**config.mk**
```make
export PLATFORM = sky130hd
export DESIGN_NAME = tjmono2_data_arbiter
export DESIGN_NICKNAME = d
export VERILOG_FILES = /design/src/rtl/tjmono2_pkg.sv /design/src/rtl/tjmono2_fwft_buf2.sv /design/src/rtl/tjmono2_data_arbiter.sv
export SDC_FILE = /design/constraint.sdc
export NUM_CORES = 1
export LEC_CHECK = 0
export CAP_MARGIN = 0
export CORE_UTILIZATION = 45
export DETAILED_ROUTE_END_ITERATION = 8
export PLACE_DENSITY = 0.89
export RECOVER_POWER = 25
export SLEW_MARGIN = 10
export SYNTH_ARGS = -nofsm -noshare
export SYNTH_HDL_FRONTEND = slang
export SYNTH_HIERARCHICAL = 1
export SYNTH_SLANG_ARGS = --single-unit
```
**constraint.sdc**
```tcl
create_clock -name FIFO_CLK -period 3.34 [get_ports FIFO_CLK]
set_clock_uncertainty 0.2 [all_clocks]
set_input_delay 0.334 -clock FIFO_CLK [delete_from_list [all_inputs] [get_ports FIFO_CLK]]
set_output_delay 0.334 -clock FIFO_CLK [all_outputs]
set_load 0.1 [all_outputs]
```
**src/rtl/tjmono2_pkg.sv**
```systemverilog
// Shared types and constants for the TJ-Monopix2 readout data arbiter.
// Latency: n/a (declarations only).
// Backpressure: n/a (declarations only).
//
// Contents:
//   WORD_W         readout word width
//   DEF_MAX_BURST  default burst limit per source when both sources have data
//   BCNT_W         width of the per-grant burst counter
//   grant_state_t  arbiter grant state
//   word_t         one readout word
package tjmono2_pkg;

    localparam int WORD_W        = 32;
    localparam int DEF_MAX_BURST = 16;
    localparam int BCNT_W        = 8;

    typedef enum logic [1:0] {
        IDLE      = 2'd0,
        GRANT_RX  = 2'd1,
        GRANT_AUX = 2'd2
    } grant_state_t;

    typedef logic [WORD_W-1:0] word_t;

endpackage : tjmono2_pkg

```
**src/rtl/tjmono2_fwft_buf2.sv**
```systemverilog
// Two-entry first-word-fall-through buffer in front of the readout FIFO port.
// Latency: a word pushed in cycle N is visible on head_dat with empty=0 from cycle N+1.
// Backpressure: full=1 blocks pushes; pop while empty is ignored.
//
// Ports:
//   clk, rst_n        clock, asynchronous active-low reset (clears contents)
//   push, push_dat    write one word (dropped if full; the caller gates on full)
//   pop               consume the head word (ignored while empty)
//   head_dat          current head word, meaningful only while empty=0
//   empty, full       occupancy flags (0 entries / 2 entries)
module tjmono2_fwft_buf2
    import tjmono2_pkg::*;
(
    input  logic  clk,
    input  logic  rst_n,
    input  logic  push,
    input  word_t push_dat,
    input  logic  pop,
    output word_t head_dat,
    output logic  empty,
    output logic  full
);

    logic [1:0] cnt;
    word_t      head_q;
    word_t      tail_q;
    logic       do_push;
    logic       do_pop;

    assign empty    = (cnt == 2'd0);
    assign full     = (cnt == 2'd2);
    assign do_push  = push && !full;
    assign do_pop   = pop && !empty;
    assign head_dat = head_q;

    always_ff @(posedge clk or negedge rst_n) begin
        if (!rst_n) begin
            cnt    <= 2'd0;
            head_q <= '0;
            tail_q <= '0;
        end else begin
            case ({do_push, do_pop})
                2'b10: begin
                    // Write into the first free slot.
                    if (cnt == 2'd0) begin
                        head_q <= push_dat;
                    end else begin
                        tail_q <= push_dat;
                    end
                    cnt <= cnt + 2'd1;
                end
                2'b01: begin
                    // Shift the tail forward; its content is don't-care when cnt was 1.
                    head_q <= tail_q;
                    cnt    <= cnt - 2'd1;
                end
                2'b11: begin
                    // do_push implies cnt < 2 and do_pop implies cnt > 0, so cnt == 1:
                    // the new word replaces the departing head, occupancy unchanged.
                    head_q <= push_dat;
                end
                default: begin
                end
            endcase
        end
    end

endmodule : tjmono2_fwft_buf2

```
**src/rtl/tjmono2_data_arbiter.sv**
```systemverilog
// Merges the RX readout FIFO and one auxiliary FWFT source into one FWFT port with bounded-burst round-robin.
// Latency: a word popped upstream in cycle N appears on FIFO_DATA with FIFO_EMPTY=0 in cycle N+1.
// Backpressure: upstream pops stop while the 2-entry output buffer is full; FIFO_READ on empty is ignored.
//
// Ports:
//   FIFO_CLK, FIFO_RST_N                        clock, asynchronous active-low reset
//   RX_EN, AUX_EN                               quasi-static source enables
//   RX_FIFO_EMPTY/DATA/READ                     RX source FWFT port (READ is combinational)
//   AUX_FIFO_EMPTY/DATA/READ                    auxiliary source FWFT port
//   FIFO_READ, FIFO_EMPTY, FIFO_DATA            merged downstream FWFT port
//   RX_WORD_CNT, AUX_WORD_CNT                   saturating per-source word counters
// Build option: define TJMONO2_ARB_WORD_CNT_EN to implement the word counters;
// without it both counter ports are constant zero.
module tjmono2_data_arbiter
    import tjmono2_pkg::*;
#(
    parameter int MAX_BURST = DEF_MAX_BURST,
    parameter int CNT_WIDTH = 32
) (
    input  logic                 FIFO_CLK,
    input  logic                 FIFO_RST_N,
    input  logic                 RX_EN,
    input  logic                 AUX_EN,
    input  logic                 RX_FIFO_EMPTY,
    input  logic [WORD_W-1:0]    RX_FIFO_DATA,
    output logic                 RX_FIFO_READ,
    input  logic                 AUX_FIFO_EMPTY,
    input  logic [WORD_W-1:0]    AUX_FIFO_DATA,
    output logic                 AUX_FIFO_READ,
    input  logic                 FIFO_READ,
    output logic                 FIFO_EMPTY,
    output logic [WORD_W-1:0]    FIFO_DATA,
    output logic [CNT_WIDTH-1:0] RX_WORD_CNT,
    output logic [CNT_WIDTH-1:0] AUX_WORD_CNT
);

    localparam logic [BCNT_W-1:0] BURST_LIM = BCNT_W'(MAX_BURST);

    grant_state_t      state;
    grant_state_t      state_nxt;
    logic [BCNT_W-1:0] bcnt;

    logic  rx_elig;
    logic  aux_elig;
    logic  space;
    logic  buf_full;
    logic  rx_pop;
    logic  aux_pop;
    logic  push;
    word_t push_dat;

    assign rx_elig  = RX_EN && !RX_FIFO_EMPTY;
    assign aux_elig = AUX_EN && !AUX_FIFO_EMPTY;
    // Space is judged on the registered occupancy only, so a full buffer with a
    // concurrent downstream read still skips one pop; throughput stays 1/cycle
    // because the buffer then settles at one entry with push and pop each cycle.
    assign space    = !buf_full;

    // ------------------------------------------------------------------
    // Grant state and burst counter
    // ------------------------------------------------------------------
    always_ff @(posedge FIFO_CLK or negedge FIFO_RST_N) begin
        if (!FIFO_RST_N) begin
            state <= IDLE;
            bcnt  <= '0;
        end else begin
            state <= state_nxt;
            if (state_nxt != state) begin
                // Every grant change (including entering or leaving IDLE) starts a fresh burst.
                bcnt <= '0;
            end else if ((rx_pop || aux_pop) && (bcnt != BURST_LIM)) begin
                // Saturates so a lone source can keep the grant without the count wrapping.
                bcnt <= bcnt + 1'b1;
            end
        end
    end

    always_comb begin
        state_nxt = state;
        case (state)
            IDLE: begin
                if (rx_elig) begin
                    state_nxt = GRANT_RX;
                end else if (aux_elig) begin
                    state_nxt = GRANT_AUX;
                end
            end
            GRANT_RX: begin
                if (!rx_elig && !aux_elig) begin
                    state_nxt = IDLE;
                end else if (aux_elig && (!rx_elig || (bcnt == BURST_LIM))) begin
                    state_nxt = GRANT_AUX;
                end
            end
            GRANT_AUX: begin
                if (!rx_elig && !aux_elig) begin
                    state_nxt = IDLE;
                end else if (rx_elig && (!aux_elig || (bcnt == BURST_LIM))) begin
                    state_nxt = GRANT_RX;
                end
            end
            default: begin
                state_nxt = IDLE;
            end
        endcase
    end

    // Pops happen only while the grant is held; a cycle that changes the grant
    // pops nothing, which keeps each burst at exactly MAX_BURST words and makes
    // the new grant visible one cycle after the switch decision.
    always_comb begin
        rx_pop  = 1'b0;
        aux_pop = 1'b0;
        if (space && (state_nxt == state)) begin
            case (state)
                GRANT_RX:  rx_pop  = rx_elig;
                GRANT_AUX: aux_pop = aux_elig;
                default: begin
                end
            endcase
        end
    end

    assign RX_FIFO_READ  = rx_pop;
    assign AUX_FIFO_READ = aux_pop;
    assign push          = rx_pop || aux_pop;
    assign push_dat      = rx_pop ? RX_FIFO_DATA : AUX_FIFO_DATA;

    // ------------------------------------------------------------------
    // Output buffer
    // ------------------------------------------------------------------
    tjmono2_fwft_buf2 u_out_buf (
        .clk      (FIFO_CLK),
        .rst_n    (FIFO_RST_N),
        .push     (push),
        .push_dat (push_dat),
        .pop      (FIFO_READ),
        .head_dat (FIFO_DATA),
        .empty    (FIFO_EMPTY),
        .full     (buf_full)
    );

    // ------------------------------------------------------------------
    // Per-source word counters
    // ------------------------------------------------------------------
`ifdef TJMONO2_ARB_WORD_CNT_EN
    logic [CNT_WIDTH-1:0] rx_word_cnt;
    logic [CNT_WIDTH-1:0] aux_word_cnt;

    always_ff @(posedge FIFO_CLK or negedge FIFO_RST_N) begin
        if (!FIFO_RST_N) begin
            rx_word_cnt  <= '0;
            aux_word_cnt <= '0;
        end else begin
            if (rx_pop && (rx_word_cnt != '1)) begin
                rx_word_cnt <= rx_word_cnt + 1'b1;
            end
            if (aux_pop && (aux_word_cnt != '1)) begin
                aux_word_cnt <= aux_word_cnt + 1'b1;
            end
        end
    end

    assign RX_WORD_CNT  = rx_word_cnt;
    assign AUX_WORD_CNT = aux_word_cnt;
`else
    assign RX_WORD_CNT  = '0;
    assign AUX_WORD_CNT = '0;
`endif

endmodule : tjmono2_data_arbiter

```
---- Word level (Yosys, flattened, before mapping) ----
Index checks and enable logic that the tools add are counted.
cells by class
  bitwise logic cells ..................... 1
  reductions and logical operators ........ 25
  equality and inequality tests ........... 11
  add/sub/neg operators ................... 3
  mux-type cells .......................... 17
operator list
  kind                                                 count
  one-hot mux 32 bit (3 select lines)                  1
  2-to-1 mux 32 bit                                    2
  2-to-1 mux 8 bit                                     2
  2-to-1 mux 2 bit                                     6
  logical AND 1 bit                                    9
  adder 8 x 1 -> 8 bit, second input constant          1
  equality test 2 bit, second input constant           4
  equality test 8 x 5 -> 1 bit, second input constant  1
  != test 8 x 5 -> 1 bit, second input constant        1
  logical NOT 1 bit                                    6
  one-hot mux 2 bit (3 select lines)                   1
  equality test 2 x 1 -> 1 bit, second input constant  2
  logical NOT 2 bit                                    2
  2-to-1 mux 1 bit                                     4
  one-hot mux 2 bit (2 select lines)                   1
  AND reduction 2 bit                                  2
  nonzero test 2 bit                                   2
  logical OR 1 bit                                     3
  nonzero test 3 bit                                   1
  adder 2 x 1 -> 2 bit, second input constant          1
  equality test 2 bit                                  1
  != test 2 x 1 -> 1 bit, second input constant        1
  != test 2 bit                                        1
  subtractor 2 x 1 -> 2 bit, second input constant     1
  inverter 1 bit                                       1
storage, ports and cells
  word-level logic and storage cells ...... 62
  input bits .............................. 71
  register bits ........................... 76
  output and inout bits ................... 99

---- Depth between registers and ports, before layout ----
Gate-level depths: netlist (run 1).
  word-level depth ........................ 16
  mapped depth ............................ 13
  depth with buffers taken out ............ 11

---- Hierarchy ----
Netlist (run 1), hierarchy kept.
modules (own cells, without submodules)
  module                sequential area each (µm²)  area an instance (µm²)  cells each  times used
  tjmono2_fwft_buf2     1651.6                      2925.3                  187         1
  tjmono2_data_arbiter  250.2                       1699.1                  172         1

---- Worst setup path before layout (run 1) ----
No wires, ideal clock.
  path kind ............................... register -> output
  start point ............................. register bcnt[0]
  end point ............................... output AUX_FIFO_READ
  buffers on the path ..................... 0
  cell stages (with the launch flop) ...... 7
  data arrival time ....................... 3.290 ns
  slack ................................... -0.484 ns
  path through ............................ dfrtp_1 -> inv_1 -> ha_1 -> nor3b_2 -> a31oi_1 -> nor3_4 -> nor3_1
on the way
  cells in the longest elaborated chain, start to end .. 9
RTL lines
  what                                    line                                                    text
  from (decl)                             tjmono2_data_arbiter.sv:41                              logic [BCNT_W-1:0] bcnt;
  from (signal assigned)                  tjmono2_data_arbiter.sv:73                              bcnt <= bcnt + 1'b1;
  equality test 8 x 5 -> 1 bit (*)        tjmono2_data_arbiter.sv:91, tjmono2_data_arbiter.sv:98
  logical OR 1 bit (on tied branches)     tjmono2_data_arbiter.sv:98, tjmono2_data_arbiter.sv:91
  logical AND 1 bit (on tied branches)    tjmono2_data_arbiter.sv:98, tjmono2_data_arbiter.sv:91
  2-to-1 mux 2 bit (on tied branches)     tjmono2_data_arbiter.sv:98, tjmono2_data_arbiter.sv:91
  2-to-1 mux 2 bit (on tied branches)     tjmono2_data_arbiter.sv:96, tjmono2_data_arbiter.sv:89
  one-hot mux 2 bit (3 select lines) (*)  tjmono2_data_arbiter.sv:80                              case (state)
  equality test 2 bit (*)                 tjmono2_data_arbiter.sv:114                             if (space && (state_nxt == state)) begin
  logical AND 1 bit (*)                   tjmono2_data_arbiter.sv:114
  2-to-1 mux 1 bit (*)                    tjmono2_data_arbiter.sv:114
  to (decl)                               tjmono2_data_arbiter.sv:29                              output logic AUX_FIFO_READ,
Every way passes the cells marked *; elsewhere a longest branch is shown, timed or not.

---- Final worst setup path (run 1) ----
  start point ............................. register bcnt[0]
  end point ............................... register u_out_buf.head_q[19], in the netlist u_out_buf/head_dat[19]
on the way
  cells in the longest elaborated chain, start to end .. 14
RTL lines
  what                                                                                  line                                                    text
  equality test 8 x 5 -> 1 bit (*)                                                      tjmono2_data_arbiter.sv:91, tjmono2_data_arbiter.sv:98
  logical OR 1 bit (on tied branches)                                                   tjmono2_data_arbiter.sv:98, tjmono2_data_arbiter.sv:91
  logical AND 1 bit (on tied branches)                                                  tjmono2_data_arbiter.sv:98, tjmono2_data_arbiter.sv:91
  2-to-1 mux 2 bit (on tied branches)                                                   tjmono2_data_arbiter.sv:98, tjmono2_data_arbiter.sv:91
  2-to-1 mux 2 bit (on tied branches)                                                   tjmono2_data_arbiter.sv:96, tjmono2_data_arbiter.sv:89
  one-hot mux 2 bit (3 select lines) (*)                                                tjmono2_data_arbiter.sv:80
  equality test 2 bit (*)                                                               tjmono2_data_arbiter.sv:114
  logical AND 1 bit (*)                                                                 tjmono2_data_arbiter.sv:114
  2-to-1 mux 1 bit                                                                      tjmono2_data_arbiter.sv:114
  logical OR 1 bit (*)                                                                  tjmono2_data_arbiter.sv:126                             assign push = rx_pop || aux_pop;
  net push                                                                              tjmono2_data_arbiter.sv:49                              logic push;
  logical AND 1 bit (*)                                                                 tjmono2_fwft_buf2.sv:32                                 assign do_push = push && !full;
  equality test 2 bit / equality test 2 x 1 -> 1 bit (equally long branches)            tjmono2_fwft_buf2.sv:42                                 case ({do_push, do_pop})
  != test 2 x 1 -> 1 bit (no source line) / nonzero test 3 bit (equally long branches)  -
  AND reduction 2 bit (no source line)                                                  -
  to (signal assigned)                                                                  tjmono2_fwft_buf2.sv:46                                 head_q <= push_dat;
  to (signal assigned)                                                                  tjmono2_fwft_buf2.sv:54                                 head_q <= tail_q;
  to (signal assigned)                                                                  tjmono2_fwft_buf2.sv:60                                 head_q <= push_dat;
  to (decl)                                                                             tjmono2_fwft_buf2.sv:25                                 word_t head_q;
Mark *: on every way through the listed nets, which the timed path passes. The rest lies on a longest branch. The select of a mux whose other input is x is not followed.
A chain may end at the register's enable or synchronous reset.

==> impl_metrics.py, run 1 <==
metrics = {
    "sta": {
        "slew_headroom": -0.2515,
        "drv_slew": 77,
        "tns_ps": 0,
        "finalHoldViolCount": 0,
        "fmax_mhz": 320.5,
        "fin_crit_ps": 3120,
        "worst_slew_pin_slew_ps": 1877,
        "finalCritPeriodShare": 0.9342,
        "rsz0062_at_grt": "false",
        "finalSetupViolCount": 0,
    },
    "floorplan": {
        "start_util": 0.4688,
        "io_pins": 170,
        "core_area_um2": 9864,
        "die_w_um": 103.4,
        "die_h_um": 103.4,
        "dieArea_um2": 10690,
        "row_count": 36,
    },
    "power": {
        "p_per_area_nw_per_um2": 957.1,
        "p_sw_frac": 0.5170,
        "peakVddDrop_v": 0.0004634,
        "power_frac_comb": 0.595,
        "intPower_mw": 2.687,
        "power_frac_seq": 0.275,
        "switchingPower_mw": 2.876,
        "p_leak_nw": 2.528,
        "clockPowerShare": 0.130,
    },
    "place": {
        "io_buffer_count": 105,
        "hpwlAfterDp_um": 6343,
        "gp_congestion": 0.8300,
        "placedCellCount": 590,
    },
    "clocking": {
        "cts_setup_buffers": 0,
        "cts_sinks": 76,
        "cts_resized": 0,
        "clockBufferDepth": 2,
        "htree_levels": 3,
        "cts_tree": "done",
        "clkTransAtPathRegs_ps": 80,
        "clockRootBuffer": "clkbuf_8",
        "cts_buffers": 9,
        "clk_latency_ps": 340,
        "ctsHoldBuffers": 1,
    },
    "synthesis": {
        "yosysWarnings": 6,
        "syn_inst": 359,
        "yosysUniqueCellTypes": 40,
        "yosys_most_used_dff": "dfrtp_1",
        "syn_avg_cell_area_um2": 12.88,
        "ys_ff_latch": 76,
        "async_flop_share": 1.000,
        "syn_area_um2": 4624,
        "synth_enable_flop_cells": 0,
        "yosysSeqAreaShare": 0.4113,
    },
    "finish": {
        "syn2layout_area_growth_pct": 25.68,
        "layout-drive-gt1-share": 0.3608,
        "num_antenna_cells": 0,
        "instances_no_fill": 607,
        "nets": 544,
    },
    "job": {
        "drv_cap": 1,
    },
    "worst_setup_path": {
        "r2r_slack_ps": 220,
        "r2r_start": "bcnt[0]$_DFFE_PN0P_",
        "crit_path_start_kind": "register",
        "critPathKind": "register to register",
        "worstPathRequired_ps": 3360,
        "crit_path_end_kind": "register",
        "timing.rr.end": "u_out_buf/head_dat[19]$_DFFE_PN0P_",
        "cp.arrival_ps": 3140,
        "worstRegToRegCells": 11,
        "critPathLaunch": "bcnt[0]$_DFFE_PN0P_",
        "worstPathMaxFanout": 16,
        "endpoint": "u_out_buf/head_dat[19]$_DFFE_PN0P_",
    },
    "global_routing": {
        "grt_first_pass_wirelength_um": 13640,
        "antenna_found_initial": 0,
        "grt_max_degree": 77,
        "grt_pass1_vias": 2938,
        "gr-total-overflow": 0,
        "grt_use_total": 0.1679,
    },
    "routing": {
        "drc": 0,
        "via_count": 2906,
        "wl_per_cell_um": 14.56,
        "ant_nets": 0,
        "drt-initial-drc-count": 51,
        "wirelength_um": 8840,
        "via_per_inst": 4.787,
        "dr.pass1.iters": 4,
    },
    "outcome": {
        "violations": "max-capacitance violations, max-slew violations",
        "status": "finished with violations",
    },
    "worst_hold_path": {
        "min_path_type": "register to register",
    },
}
## Yosys cell counts, types with 2 or more instances
| cell type | n | area share |
|---|---|---|
| nor2_1 | 11 | 0.0089 |
| nand2_1 | 4 | 0.0032 |
| mux2_2 | 98 | 0.24 |
| buf_4 | 67 | 0.11 |
| nand3_1 | 4 | 0.0043 |
| buf_2 | 5 | 0.0054 |
| a211oi_1 | 2 | 0.0032 |
| inv_1 | 6 | 0.0049 |
| a31oi_1 | 2 | 0.0027 |
| nor2b_1 | 2 | 0.0027 |
| mux2_4 | 30 | 0.097 |
| a2111oi_0 | 3 | 0.0057 |
| buf_6 | 7 | 0.017 |
| ha_1 | 4 | 0.011 |
| dfrtp_1 | 76 | 0.41 |
| xnor2_1 | 8 | 0.015 |
| nand4bb_1 | 2 | 0.0049 |
| a21oi_1 | 5 | 0.0054 |
| nand2b_1 | 2 | 0.0027 |
## through the flow
stage          setup slack (ps)  hold slack [ps]  total power [mW]  utilization  cell area (um^2)
2_1_floorplan             377.3           -161.6             4.197            -              4866
3_3_place_gp              252.7            280.5             4.786       0.5676              5599
3_5_place_dp              187.7            291.4             4.879       0.5676              5599
4_1_cts                   209.7            309.4             5.625       0.5898              5818
5_1_grt                   28.59            327.8             5.807       0.5892              5812
6_report                  219.8            306.8             5.562       0.5892              5812
## area by class of cell
class / instances / area [um^2]
flip-flops and latches: 76 / 1902
repair buffers: 116 / 1167
clock buffers: 10 / 137.6
clock inverters: 6 / 71.32
inverters: 6 / 22.52
fillers: 811 / 4053
well taps: 133 / 166.4
multi-input cells: 260 / 2345
## worst min-delay path by stage
stage                                            startpoint                                end  slack, ps  depth (start not counted)
after floorplan                                  FIFO_RST_N                bcnt[0]$_DFFE_PN0P_       -160                          0
after global placement     u_out_buf/tail_q[31]$_DFFE_PN0P_   u_out_buf/tail_q[31]$_DFFE_PN0P_        280                          1
after detailed placement   u_out_buf/tail_q[23]$_DFFE_PN0P_   u_out_buf/tail_q[23]$_DFFE_PN0P_        290                          1
after CTS                  u_out_buf/tail_q[21]$_DFFE_PN0P_   u_out_buf/tail_q[21]$_DFFE_PN0P_        310                          1
after global routing       u_out_buf/tail_q[23]$_DFFE_PN0P_   u_out_buf/tail_q[23]$_DFFE_PN0P_        330                          1
final                     u_out_buf/head_dat[2]$_DFFE_PN0P_  u_out_buf/head_dat[2]$_DFFE_PN0P_        310                          1
## layout by cell type, fill, tap and decap left out, drive strengths merged, types with 2 or more instances in the layout
cell and instances:
nand3 4, clkinvlp 2, mux2 128, a31oi 2, o21ai 2, a2111oi 3
xnor2 8, conb 64, nor2b 2, nand2 4, clkbuf 12, nor3 2
buf 13, nand2b 2, ha 4, clkdlybuf4s50 100, inv 8, a21oi 6
a211oi 2, dfrtp 76, nor2 11, nand4bb 2
## layer usage
metal,GRT usage,vias to the layer above,part of all wire
met5,0,-,0
met4,0.05742,0,0.0087
met3,0.02823,10,0.043
met2,0.3113,99,0.54
met1,0.1950,1443,0.40
li1,-,1354,-
## critical path, cell delays in order (launching register included)
cell and delay [ps]:
dfrtp_1 460, inv_1 90, ha_1 130, nor3b_2 440, a31oi_1 250, nor2_1 140, nor2_1 80, nand2_1 110
ha_2 210, buf_4 250, mux2_2 360, mux2_2 260
## cell families after synthesis
logic type | after synthesis | share of synthesized area
mux | 129 | 0.3382
buf+inv | 86 | 0.1369
flops | 76 | 0.4113
simple gates | 33 | 0.04572
compound gates | 21 | 0.03923
xor+xnor | 9 | 0.01705
fa+ha+maj | 4 | 0.01082
other cells | 1 | 0.0008109
## flip-flops by register name, indices dropped and copies added, names as in the netlist
register,count
u_out_buf/head_dat,32
bcnt,8
u_out_buf/tail_q,32
state,2
u_out_buf/cnt,2
## power by group through the flow
stage / clock network [mW] / logic (mW) / registers [mW]
global placement: 0 / 3.27 / 1.52
global route: 0.792 / 3.44 / 1.58
floorplan: 0 / 1.28 / 2.92
finish: 0.724 / 3.31 / 1.53
CTS: 0.752 / 3.34 / 1.53
detailed placement: 0 / 3.33 / 1.55
No activity file was read; power rests on OpenSTA's default activity.
==> run 2: changes to the inputs <==
- CAP_MARGIN: 0 -> 40
- CORE_MARGIN: not set -> 2
==> run 2 against run 1 <==
Compared with the run above: the run still ends with max-capacitance violations, max-slew violations left; worst setup slack better by 110 ps; hold slack worse by 3.4 ps; clock power up 4.6%; largest cell class unchanged; highest routed layer unchanged.
==> impl_metrics.py, run 2 (synthesis gave the netlist of run 1 again) <==
metrics = {
    "worst_setup_path": {
        "critPathKind": "register to register",
        "cpPeakStageDelay_ps": 450,
        "crit_chain": "inv_1, ha_1, nor3b_4, a31oi_1, nor2_1, nor2_1, nand2_1, ha_2, buf_4, mux2_2, mux2_2",
        "worstPathRequired_ps": 3370,
        "critPathBufInv": 2,
        "cp.arrival_ps": 3040,
        "crit_path_end_kind": "register",
        "worstPathMaxFanout": 18,
        "critPathTopFamily": "simple AND/OR/NAND/NOR gates",
        "crit_slowest_cell": "dfrtp_1",
        "crit_path_start_kind": "register",
    },
    "routing": {
        "dr.pass1.iters": 4,
        "via_per_inst": 4.743,
        "drt-initial-drc-count": 48,
        "wirelength_um": 9810,
        "drc": 0,
        "wl_per_cell_um": 15.28,
        "ant_nets": 0,
        "via_count": 3045,
    },
    "clocking": {
        "cts_sinks": 76,
        "clkTransAtPathRegs_ps": 90,
        "cts_buffers": 9,
        "clk_latency_ps": 330,
        "cts_setup_buffers": 0,
        "htree_levels": 3,
        "clockRootBuffer": "clkbuf_8",
        "cts_tree": "done",
        "clockBufferDepth": 2,
    },
    "floorplan": {
        "dieArea_um2": 11100,
        "die_h_um": 105.4,
        "core_area_um2": 10140,
        "start_util": 0.4561,
        "row_count": 37,
        "die_w_um": 105.4,
        "io_pins": 170,
    },
    "sta": {
        "worst_hold_slack_ps": 303.4,
        "finalCritPeriodShare": 0.9025,
        "finalSetupViolCount": 0,
        "fin_crit_ps": 3014,
        "fmax_mhz": 331.8,
        "slew_headroom": -0.2897,
        "drv_slew": 36,
        "tns_ps": 0,
        "worst_slew_pin_slew_ps": 1935,
        "finalHoldViolCount": 0,
        "rsz0062_at_grt": "false",
        "setup_slack_ps": 325.7,
    },
    "finish": {
        "fin_util": 0.6273,
        "final_common_cell": "clkdlybuf4s50_1",
        "nets": 576,
        "multi_input_area_um2": 2351,
        "num_antenna_cells": 0,
        "fin_area_um2": 6360,
        "layout_common_cells": "101 x clkdlybuf4s50_1, 98 x mux2_2, 76 x dfrtp_1",
        "register_area_um2": 1902,
        "layout-drive-gt1-share": 0.3972,
        "syn2layout_area_growth_pct": 37.53,
        "fill_cells": 767,
        "instances_no_fill": 642,
    },
    "global_routing": {
        "grt_first_pass_wirelength_um": 15780,
        "grt_max_degree": 42,
        "grt_use_total": 0.1774,
        "gr-total-overflow": 0,
        "antenna_found_initial": 0,
        "grt_pass1_vias": 3276,
    },
    "power": {
        "peakVddDrop_v": 0.0007459,
        "p_per_area_nw_per_um2": 989.3,
        "p_total_mw": 6.292,
        "p_leak_nw": 2.792,
    },
    "place": {
        "gp_congestion": 0.8352,
        "dp_slack_ps": 181.8,
        "post_dp_cell_area_um2": 6131,
        "hpwlAfterDp_um": 7361,
        "placedCellCount": 625,
        "io_buffer_count": 105,
    },
    "outcome": {
        "status": "finished with violations",
        "violations": "max-capacitance violations, max-slew violations",
    },
    "job": {
        "drv_cap": 1,
    },
    "worst_hold_path": {
        "min_path_type": "register to register",
    },
}
## run 2: what timing repair did
item,in CTS,in global routing
resized for setup,0,1
hold buffers,1,0
endpoints found under the setup margin,0,40
hold endpoints to repair,35,0
## run 2: final cells by class
cell class | instances | share of cell area
well taps | 136 | 0.02676
clock buffers | 10 | 0.02007
clock inverters | 6 | 0.01397
repair buffers | 148 | 0.2670
flip-flops and latches | 76 | 0.2990
multi-input cells | 260 | 0.3697
inverters | 6 | 0.003541
## run 2: routing by layer
metal  track usage  part of all wire  vias up
met5             0                 0        -
met4       0.04762             0.013        0
li1              -                 -     1413
met3       0.03834             0.052       11
met2        0.3323              0.56      106
met1        0.2023              0.37     1515
## run 2: path summary, 6_finish.rpt
kind / endpoint / slack [ps] / start / cells after the start
worst max register to register: u_out_buf/head_dat[20]$_DFFE_PN0P_ / 330 / bcnt[0]$_DFFE_PN0P_ / 11
worst min register to register: u_out_buf/head_dat[16]$_DFFE_PN0P_ / 300 / u_out_buf/head_dat[16]$_DFFE_PN0P_ / 1
max in group asynchronous: u_out_buf/head_dat[7]$_DFFE_PN0P_ / 940 / FIFO_RST_N / 2
worst min-delay path: u_out_buf/head_dat[16]$_DFFE_PN0P_ / 300 / u_out_buf/head_dat[16]$_DFFE_PN0P_ / 1
min in group asynchronous: u_out_buf/head_dat[20]$_DFFE_PN0P_ / 870 / FIFO_RST_N / 2
worst max-delay path: u_out_buf/head_dat[20]$_DFFE_PN0P_ / 330 / bcnt[0]$_DFFE_PN0P_ / 11
## run 2: power by group
part	switching [mW]	leakage (nW)	internal (mW)
Clock	0.336	0.102	0.421
Sequential	0.226	0.945	1.31
Combinational	2.44	1.74	1.56
==> run 3: changes to the inputs <==
- REMOVE_ABC_BUFFERS: not set -> 1
==> run 3 against run 2 <==
Compared with the run above: the run still ends with max-capacitance violations, max-slew violations left; count of clock-buffer cells in the layout fell by 1; hold slack better by 5.1 ps; register-to-register slack got worse by 120 ps; cell count is 0.16% lower; cell area about the same; clock power is 8.9% lower; via count is 0.59% higher; total power is 0.63% higher; routed wire length is 1.9% higher; die area is the same; worst setup slack got worse by 120 ps; critical path type unchanged; critical endpoint is now u_out_buf/head_dat[30]$_DFFE_PN0P_.
==> impl_metrics.py, run 3 (synthesis gave the netlist of run 1 again) <==
metrics = {
    "finish": {
        "layout_common_cells": "101 x clkdlybuf4s50_1, 98 x mux2_2, 76 x dfrtp_1",
        "layout-drive-gt1-share": 0.3960,
        "nets": 576,
        "final_common_cell": "clkdlybuf4s50_1",
        "fill_cells": 731,
        "num_antenna_cells": 0,
        "syn2layout_area_growth_pct": 37.66,
        "fin_util": 0.6279,
        "instances_no_fill": 641,
    },
    "routing": {
        "drc": 0,
        "dr.pass1.iters": 4,
        "drt-initial-drc-count": 65,
        "wirelength_um": 9999,
        "wl_per_cell_um": 15.60,
        "routed.top_layer": "met4",
        "ant_nets": 0,
        "via_per_inst": 4.778,
        "drt-met1-wl_um": 3808,
        "wl_met2_um": 5453,
        "met3WireLength_um": 493,
        "via_count": 3063,
    },
    "sta": {
        "rsz0062_at_grt": "false",
        "fin_crit_ps": 3130,
        "slew_headroom": -0.2125,
        "finalCritPeriodShare": 0.9372,
        "finalHoldViolCount": 0,
        "fmax_mhz": 319.5,
        "tns_ps": 0,
        "finalSetupViolCount": 0,
        "drv_slew": 34,
        "setup_slack_ps": 209.7,
        "worst_slew_pin_slew_ps": 1819,
    },
    "global_routing": {
        "grt_max_degree": 45,
        "gr-total-overflow": 0,
        "grt_first_pass_wirelength_um": 16150,
        "antenna_found_initial": 0,
        "grt_use_total": 0.1852,
        "grt_pass1_vias": 3357,
    },
    "floorplan": {
        "die_h_um": 105.4,
        "io_pins": 170,
        "die_w_um": 105.4,
        "row_count": 37,
        "start_util": 0.4561,
        "core_area_um2": 10140,
        "dieArea_um2": 11100,
    },
    "worst_hold_path": {
        "min_path_type": "register to register",
        "hold_start": "u_out_buf/head_dat[2]$_DFFE_PN0P_",
    },
    "power": {
        "power_frac_seq": 0.244,
        "p_total_mw": 6.332,
        "intPower_mw": 3.272,
        "clockPowerShare": 0.109,
        "p_leak_nw": 2.792,
        "power_frac_comb": 0.647,
        "p_sw_frac": 0.4832,
        "switchingPower_mw": 3.060,
        "p_per_area_nw_per_um2": 994.6,
        "peakVddDrop_v": 0.0007309,
    },
    "place": {
        "io_buffer_count": 105,
        "gp_congestion": 0.8691,
        "placedCellCount": 625,
        "dp_slack_ps": 105.5,
        "hpwlAfterDp_um": 7595,
    },
    "job": {
        "drv_cap": 1,
    },
    "worst_setup_path": {
        "timing.rr.end": "u_out_buf/head_dat[30]$_DFFE_PN0P_",
        "worstPathMaxFanout": 20,
        "worstRegToRegCells": 11,
        "r2r_start": "bcnt[0]$_DFFE_PN0P_",
        "critPathKind": "register to register",
        "r2r_slack_ps": 210,
        "cp.arrival_ps": 3160,
        "worstPathRequired_ps": 3370,
        "endpoint": "u_out_buf/head_dat[30]$_DFFE_PN0P_",
        "crit_path_start_kind": "register",
        "crit_path_end_kind": "register",
        "critPathLaunch": "bcnt[0]$_DFFE_PN0P_",
    },
    "outcome": {
        "violations": "max-capacitance violations, max-slew violations",
        "status": "finished with violations",
    },
    "clocking": {
        "cts_buffers": 9,
        "clk_latency_ps": 340,
        "clockRootBuffer": "clkbuf_8",
        "clkTransAtPathRegs_ps": 80,
        "htree_levels": 3,
        "clockBufferDepth": 2,
        "cts_sinks": 76,
        "cts_tree": "done",
    },
}
[run 3: changes by cell type in the layout (fill, tap and decap cells not counted), sizes merged]
cell	previous run	this run
buf	45	44
bufinv	2	1
clkinvlp	2	3
[run 3: final cells by class]
| cell class | count | area [um^2] | share of cell area |
|---|---|---|---|
| clock buffers | 9 | 123.9 | 0.01946 |
| clock inverters | 6 | 66.31 | 0.01042 |
| inverters | 6 | 22.52 | 0.003538 |
| multi-input cells | 260 | 2346 | 0.3685 |
| flip-flops and latches | 76 | 1902 | 0.2987 |
| well taps | 136 | 170.2 | 0.02673 |
| repair buffers | 148 | 1735 | 0.2726 |
[run 3: layer usage]
layer | up-vias | track usage
met2 | 110 | 0.3461
met3 | 21 | 0.03525
met4 | 0 | 0.07810
met5 | - | 0
li1 | 1407 | -
met1 | 1525 | 0.2029
[run 3: through the flow]
step	instance area, um^2	hold WS, ps
after CTS	6376	276.9
after floorplan	4250	-161.6
after detailed placement	6176	115.0
after global placement	5573	281.1
after global routing	6366	327.2
final	6366	308.4
[run 3: power groups by stage]
stage                     Clock [mW]  Sequential [mW]  Combinational (mW)
after detailed placement           0             1.56                4.12
after global placement             0             1.52                3.26
after global routing           0.747             1.59                4.24
final                          0.690             1.54                4.10
after floorplan                    0             2.92                1.18
after CTS                      0.705             1.54                4.13
[run 3: what timing repair did]
item                                   CTS  global route
hold buffers                             1             0
gates resized for setup                  0             1
setup endpoints to repair                0            36
buffers inserted                         0             0
endpoints found under the hold margin   32             0
[run 3: how the worst min path moves through the flow]
| stage | end | slack (ps) | depth (start not counted) |
|---|---|---|---|
| 3_3_place_gp | u_out_buf/tail_q[11]$_DFFE_PN0P_ | 280 | 1 |
| 3_5_place_dp | u_out_buf/head_dat[17]$_DFFE_PN0P_ | 110 | 1 |
| 6_report | u_out_buf/head_dat[2]$_DFFE_PN0P_ | 310 | 1 |
| 2_1_floorplan | bcnt[0]$_DFFE_PN0P_ | -160 | 0 |
| 4_1_cts | u_out_buf/head_dat[17]$_DFFE_PN0P_ | 280 | 2 |
| 5_1_grt | u_out_buf/tail_q[17]$_DFFE_PN0P_ | 330 | 1 |
[run 3: critical path, cell delays in order, from the launching register on]
cell	delay, ps
dfrtp_1	450
inv_1	80
ha_1	150
nor3b_4	380
a31oi_1	220
nor2_1	180
nor2_1	100
nand2_1	130
ha_2	190
buf_4	290
mux2_2	380
mux2_2	270
